<file path="src/rtl/ps2_host_tx_if.sv">
// Byte handshake and status bundle between the register layer and the PS/2 host transmitter.
interface ps2_host_tx_if;
  logic [7:0] tx_data;
  logic       tx_valid;
  logic       tx_ready;
  logic       busy;
  logic       tx_done;
  logic       tx_ack_err;
  logic       tx_timeout;

  modport master (
    output tx_data, tx_valid,
    input  tx_ready, busy, tx_done, tx_ack_err, tx_timeout
  );

  modport slave (
    input  tx_data, tx_valid,
    output tx_ready, busy, tx_done, tx_ack_err, tx_timeout
  );
endinterface

</file>
<file path="src/rtl/ps2_host_tx.sv">
// PS/2 host-to-device transmitter: inhibit, request-to-send, 10 bits on device clock falls,
// ACK sampling and return to idle bus, with a single transfer watchdog.
//
// state     | meaning
// IDLE      | lines released, ready for a byte
// INHIBIT   | hold ps2 clock low for INHIBIT_CYCLES
// REQ       | one cycle with clock and data low (start bit)
// SHIFT     | clock released; data, parity, stop presented on falls
// ACK       | wait for 11th fall, sample device ACK
// WAIT_IDLE | wait for clock and data both high, then report
module ps2_host_tx #(
  parameter int INHIBIT_CYCLES = 5000,
  parameter int TIMEOUT_CYCLES = 750000
) (
  input  logic          clk,
  input  logic          reset,
  ps2_host_tx_if.slave  tx,
  input  logic          ps2_clk_i,
  input  logic          ps2_data_i,
  output logic          ps2_clk_oe,
  output logic          ps2_data_oe
);

  localparam int INH_W = $clog2(INHIBIT_CYCLES + 1);
  localparam int TO_W  = $clog2(TIMEOUT_CYCLES + 1);

  typedef enum logic [2:0] {
    IDLE, INHIBIT, REQ, SHIFT, ACK, WAIT_IDLE
  } state_t;

  state_t           state, state_nx;
  logic [1:0]       clk_sync_r, data_sync_r;
  logic             clk_sync, data_sync, clk_prev, fall;
  logic [9:0]       shreg;
  logic [3:0]       bit_cnt;
  logic [INH_W-1:0] inh_cnt;
  logic [TO_W-1:0]  to_cnt;
  logic             data_bit_oe;
  logic             ack_ok, ack_bad;
  logic             accept, to_active, to_hit, idle_seen;
  logic             done_p, err_p, to_p;

  // Idle bus is high, so synchronizers come out of reset at 1 to avoid a false fall.
  always_ff @(posedge clk or posedge reset) begin
    if (reset) begin
      clk_sync_r  <= 2'b11;
      data_sync_r <= 2'b11;
      clk_prev    <= 1'b1;
    end else begin
      clk_sync_r  <= {clk_sync_r[0], ps2_clk_i};
      data_sync_r <= {data_sync_r[0], ps2_data_i};
      clk_prev    <= clk_sync_r[1];
    end
  end

  assign clk_sync  = clk_sync_r[1];
  assign data_sync = data_sync_r[1];
  assign fall      = clk_prev & ~clk_sync;
  assign idle_seen = clk_sync & data_sync;
  assign accept    = tx.tx_valid && (state == IDLE);
  assign to_active = (state == SHIFT) || (state == ACK) || (state == WAIT_IDLE);
  assign to_hit    = to_active && (to_cnt == TO_W'(TIMEOUT_CYCLES - 1));

  always_ff @(posedge clk or posedge reset) begin
    if (reset) state <= IDLE;
    else       state <= state_nx;
  end

  always_comb begin
    state_nx    = state;
    ps2_clk_oe  = 1'b0;
    ps2_data_oe = 1'b0;
    done_p      = 1'b0;
    err_p       = 1'b0;
    to_p        = 1'b0;
    case (state)
      IDLE:      if (accept) state_nx = INHIBIT;
      INHIBIT: begin
        ps2_clk_oe = 1'b1;
        if (inh_cnt == INH_W'(INHIBIT_CYCLES - 1)) state_nx = REQ;
      end
      REQ: begin
        ps2_clk_oe  = 1'b1;
        ps2_data_oe = 1'b1;
        state_nx    = SHIFT;
      end
      SHIFT: begin
        ps2_data_oe = data_bit_oe;
        if (fall && bit_cnt == 4'd9) state_nx = ACK;
      end
      ACK:       if (fall) state_nx = WAIT_IDLE;
      WAIT_IDLE: if (idle_seen) begin
        state_nx = IDLE;
        done_p   = ack_ok;
        err_p    = ack_bad;
      end
      default:   state_nx = IDLE;
    endcase
    // Watchdog wins over any fall or idle detection in the same cycle.
    if (to_hit) begin
      state_nx    = IDLE;
      ps2_clk_oe  = 1'b0;
      ps2_data_oe = 1'b0;
      done_p      = 1'b0;
      err_p       = 1'b0;
      to_p        = 1'b1;
    end
  end

  always_ff @(posedge clk or posedge reset) begin
    if (reset) begin
      shreg       <= '0;
      bit_cnt     <= '0;
      inh_cnt     <= '0;
      to_cnt      <= '0;
      data_bit_oe <= 1'b0;
      ack_ok      <= 1'b0;
      ack_bad     <= 1'b0;
    end else begin
      to_cnt <= to_active ? to_cnt + TO_W'(1) : '0;
      case (state)
        IDLE: if (accept) begin
          shreg   <= {1'b1, ~^tx.tx_data, tx.tx_data};
          bit_cnt <= '0;
          inh_cnt <= '0;
          ack_ok  <= 1'b0;
          ack_bad <= 1'b0;
        end
        INHIBIT: inh_cnt <= inh_cnt + INH_W'(1);
        REQ:     data_bit_oe <= 1'b1;
        SHIFT: if (fall) begin
          data_bit_oe <= ~shreg[0];
          shreg       <= {1'b0, shreg[9:1]};
          if (bit_cnt != 4'd10) bit_cnt <= bit_cnt + 4'd1;
        end
        ACK: if (fall) begin
          ack_ok  <= ~data_sync;
          ack_bad <= data_sync;
        end
        default: ;
      endcase
    end
  end

  assign tx.tx_ready   = (state == IDLE);
  assign tx.busy       = (state != IDLE);
  assign tx.tx_done    = done_p;
  assign tx.tx_ack_err = err_p;
  assign tx.tx_timeout = to_p;

endmodule
</file>
<file path="src/flat_wrapper.sv">
// flat-port wrapper written by rule: the top's interface ports become plain ports
module ps2_host_tx_flat 
#(
  parameter int INHIBIT_CYCLES = 5000,
  parameter int TIMEOUT_CYCLES = 750000
)
  (clk, reset, ps2_clk_i, ps2_data_i, ps2_clk_oe, ps2_data_oe, tx_tx_data, tx_tx_valid, tx_tx_ready, tx_busy, tx_tx_done, tx_tx_ack_err, tx_tx_timeout);
  ps2_host_tx_if tx_i ();
  input  logic clk;
  input  logic reset;
  input  logic ps2_clk_i;
  input  logic ps2_data_i;
  output logic ps2_clk_oe;
  output logic ps2_data_oe;
  input wire logic [$bits(tx_i.tx_data)-1:0] tx_tx_data;
  input wire logic [$bits(tx_i.tx_valid)-1:0] tx_tx_valid;
  output wire logic [$bits(tx_i.tx_ready)-1:0] tx_tx_ready;
  output wire logic [$bits(tx_i.busy)-1:0] tx_busy;
  output wire logic [$bits(tx_i.tx_done)-1:0] tx_tx_done;
  output wire logic [$bits(tx_i.tx_ack_err)-1:0] tx_tx_ack_err;
  output wire logic [$bits(tx_i.tx_timeout)-1:0] tx_tx_timeout;
  assign tx_i.tx_data = tx_tx_data;
  assign tx_i.tx_valid = tx_tx_valid;
  assign tx_tx_ready = tx_i.tx_ready;
  assign tx_busy = tx_i.busy;
  assign tx_tx_done = tx_i.tx_done;
  assign tx_tx_ack_err = tx_i.tx_ack_err;
  assign tx_tx_timeout = tx_i.tx_timeout;
  ps2_host_tx #(.INHIBIT_CYCLES(INHIBIT_CYCLES), .TIMEOUT_CYCLES(TIMEOUT_CYCLES)) u_core (.clk(clk), .reset(reset), .tx(tx_i), .ps2_clk_i(ps2_clk_i), .ps2_data_i(ps2_data_i), .ps2_clk_oe(ps2_clk_oe), .ps2_data_oe(ps2_data_oe));
endmodule
</file>
<file path="config.mk">
export PLATFORM = sky130hd
export DESIGN_NAME = ps2_host_tx_flat
export DESIGN_NICKNAME = d
export VERILOG_FILES = /design/src/rtl/ps2_host_tx_if.sv /design/src/rtl/ps2_host_tx.sv /design/src/flat_wrapper.sv
export SDC_FILE = /design/constraint.sdc
export NUM_CORES = 1
export LEC_CHECK = 0
export CELL_PAD_IN_SITES_DETAIL_PLACEMENT = 1
export CELL_PAD_IN_SITES_GLOBAL_PLACEMENT = 1
export CORE_MARGIN = 4
export CORE_UTILIZATION = 40
export DETAILED_ROUTE_END_ITERATION = 6
export GPL_ROUTABILITY_DRIVEN = 0
export MAX_ROUTING_LAYER = met4
export PLACE_DENSITY = 0.83
export REMOVE_ABC_BUFFERS = 1
export SLEW_MARGIN = 10
export SYNTH_ARGS = -nofsm -noshare
export SYNTH_HDL_FRONTEND = slang
export SYNTH_SLANG_ARGS = --single-unit
</file>
<file path="constraint.sdc">
create_clock -name clk -period 1.9 [get_ports clk]
set_input_delay 0.38 -clock clk [delete_from_list [all_inputs] [get_ports clk]]
set_output_delay 0.38 -clock clk [all_outputs]
set_load 0.01 [all_outputs]
</file>
==> qor.yml <==
status:
  status: "complete, but fails checks"
  violations: "setup timing"
routing:
  drc: 0
  drt_wl_total_um: 10010
  ant_nets: 0
  drtIter0Drc: 103
  wl_per_cell_um: 19.66
  viasPerCell: 5.609
  num_vias: 2855
  drtPass1Iterations: 4
logic_synthesis:
  yosysWarnings: 0
  synth-seq-cells: 58
  syn-cell-area_um2: 3115
  async_reset_ff_share_pct: 100.0
  synth_top_area_share_pct: 42.57
  yosysUniqueCellTypes: 56
  yosysTopAreaCell: "dfrtp_1"
  yosys-top-cells-area: "dfrtp_1 (43%), nand2_1 (4.9%), dfstp_2 (4.2%), nor2_1 (3.9%), xnor2_1 (3.7%)"
  ys.flop_type: "dfrtp_1"
  yosysSeqAreaShare_pct: 46.79
  synth-edff-count: 0
  syn_inst: 331
  syn_area_per_cell_um2: 9.412
grt:
  grt_pass1_wl_um: 16160
  grt_pass1_vias: 3096
  grt_usage_pct: 24.21
  grt_overflow: 0
  grt_max_degree: 25
  antenna_found_initial: 0
hold_path:
  min_path_type: "in2async"
timing:
  fmax_ghz: 0.4564
  rsz0062_at_grt: "true"
  relSlewSlack_pct: 66.99
  fin_skew_ns: 0.01421
  setup_viol: 5
  hold_viol: 0
  period_minus_slack_ns: 2.191
  final.period_utilization_pct: 115.3
  finalMaxSlewViolations: 0
  worst_pin_slew_ns: 0.4914
  worst_slack_ns: -0.2909
clock_network:
  clk_latency_ns: 0.36
  cts_tree: "built"
  clockRootBuffer: "clkbuf_8"
  cts_inserted_buffers: 9
  cts.sinks: 58
  clk_pin_slew_ns: 0.08
  htree_levels: 3
  cts.path.max_buffers: 2
floorplan:
  dieArea_um2: 9265
  ios: 20
  die_w_um: 96.26
  fp-row-count: 31
  start_util_pct: 42.05
  coreArea_um2: 7408
  die_h_um: 96.26
finish:
  area_delta_synth_final_pct: 32.93
  seq_area_um2: 1463
  stdcell_area_um2: 4141
  nFillCells: 838
  drive_above_1_share_pct: 29.27
  multi_input_area_um2: 1669
  n_antenna_cell: 0
  num-nets-final: 423
  final_cells: 509
setup_path:
  cp-end-kind: "primary output"
  worstPathArrival_ns: 1.81
  critical_path_class: "reg2out"
  critPathMaxFanout: 3
  path_cells: "nor4b_2 > nand4_1 > nor2_2 > nor3b_2 > buf_2"
  cp-start-kind: "register"
  cp.required_ns: 1.52
  slowest_delay_ns: 0.45
  rrSetupSlack_ns: 0.08
  crit_slowest_cell: "dfrtp_2"
placement:
  portBuffers: 19
  place_inst: 481
  postPlaceCellArea_um2: 3730
  dp_hpwl_um: 6345
pwr:
  power_leakage_nw: 1.774
  power_w: 0.002699
  p_per_area_nw_per_um2: 651.7
  peakVddDrop_mv: 0.6346
run:
  cap_viol_max_count: 0
per-layer routing:
metal  vias to the layer above  share of wire, %  track usage (%)
met5                         -                 0                -
met4                         0               2.4            10.07
met3                        21               2.9            4.769
met2                        42                54            42.78
met1                      1463                41            26.42
li1                       1329                 -                -
final cells by class:
type / instances / area share (%)
Clock inverter: 5 / 1.873
Clock buffer: 11 / 3.414
Multi-Input combinational cell: 248 / 40.30
Sequential cell: 58 / 35.32
Timing Repair Buffer: 77 / 15.11
Tap cell: 99 / 2.991
Inverter: 11 / 0.9970
path summary, 6_finish.rpt:
kind | from | endpoint | cells past startpoint
setup / recovery | u_core.to_cnt[9] | tx_tx_done | 5
max in group asynchronous | reset | u_core.inh_cnt[12] | 3
min in group clk | u_core.data_sync_r[0] | u_core.data_sync_r[1] | 0
hold / removal | reset | u_core.to_cnt[5] | 2
hold reg to reg | u_core.data_sync_r[0] | u_core.data_sync_r[1] | 0
setup reg to reg | u_core.state[2] | u_core.state[1] | 6
where the power goes:
| part | leakage, nW | switching (W) | internal, W |
|---|---|---|---|
| Combinational | 0.946 | 0.0000668 | 0.0000576 |
| Sequential | 0.719 | 0.00000971 | 0.00125 |
| Clock | 0.109 | 0.000544 | 0.000770 |
cells by family after synthesis:
group                    Yosys count  synth area share (%)
AND/OR/NAND/NOR                  156                 27.47
AO/OA/AOI/OAI                     57                 11.37
adder cells (fa/ha/maj)            5                 2.008
XOR/XNOR                          21                 5.904
buffers and inverters             25                 3.574
multiplexers                       9                 2.892
flip-flops                        58                 46.79
through the flow:
step | util, % | setup WS [ns] | hold WS, ns | TNS [ns]
floorplan | - | -0.1274 | 0.3452 | -0.3715
global placement | 50.35 | -0.2579 | 0.3456 | -1.021
detailed placement | 50.35 | -0.3549 | 0.3509 | -1.942
CTS | 54.45 | -0.2385 | 0.2832 | -1.043
global route | 55.90 | -0.3477 | 0.2935 | -1.569
finish | 55.90 | -0.2909 | 0.2864 | -1.114
critical path, delay by kind of cell, from the launching register on:
kind | cells | cell delay, ns
flip-flops | 1 | 0.45
AND/OR/NAND/NOR | 4 | 0.85
buffers and inverters | 1 | 0.15
cell usage after synthesis, drive strengths merged (2+ instances only):
cell type and n:
dfstp 5, o21ai 22, a31oi 9, and4 4, nor4b 5, and2 4
and3 7, a21oi 10, nor4 4, xor2 8, nor3 4, nand2 41
buf 7, clkbuf 7, or4 4, nand3b 2, mux2i 9, nand2b 5
a22o 4, dfrtp 53, nand4 9, nor2 33, nor3b 4, a311oi 2
or3 5, nand3 18, inv 11, xnor2 13, ha 5, o31ai 2
nor2b 3
layout by cell type (no fill, tap or decap), drive strengths merged, types with 3 or more instances in the layout:
master,netlist,final
buf,7,62
dfrtp,53,53
nand2,41,41
nor2,33,33
o21ai,22,22
nand3,18,18
xnor2,13,13
clkbuf,7,13
clkdlybuf4s50,0,12
inv,11,11
a21oi,10,10
mux2i,9,9
a31oi,9,9
nand4,9,9
xor2,8,8
and3,7,7
nand2b,5,5
dfstp,5,5
nor4b,5,5
ha,5,5
or3,5,5
a22o,4,4
and4,4,4
and2,4,4
nor3,4,4
nor3b,4,4
or4,4,4
nor4,4,4
nor2b,3,3
state kept, by name, summed over array words and instances (netlist names):
name,cells
u_core.to_cnt,20
u_core.inh_cnt,13
u_core.shreg,10
u_core.bit_cnt,4
u_core.state,3
u_core.clk_sync_r,2
u_core.data_sync_r,2
u_core.ack_bad,1
u_core.ack_ok,1
u_core.clk_prev,1
u_core.data_bit_oe,1
repair_timing:
action	in CTS	in global routing
resized for setup	37	18
endpoints found under the setup margin	8	12
hold buffers	0	0
setup buffers	5	9
pin swaps	10	9
Power figures use the tool's default switching activity.
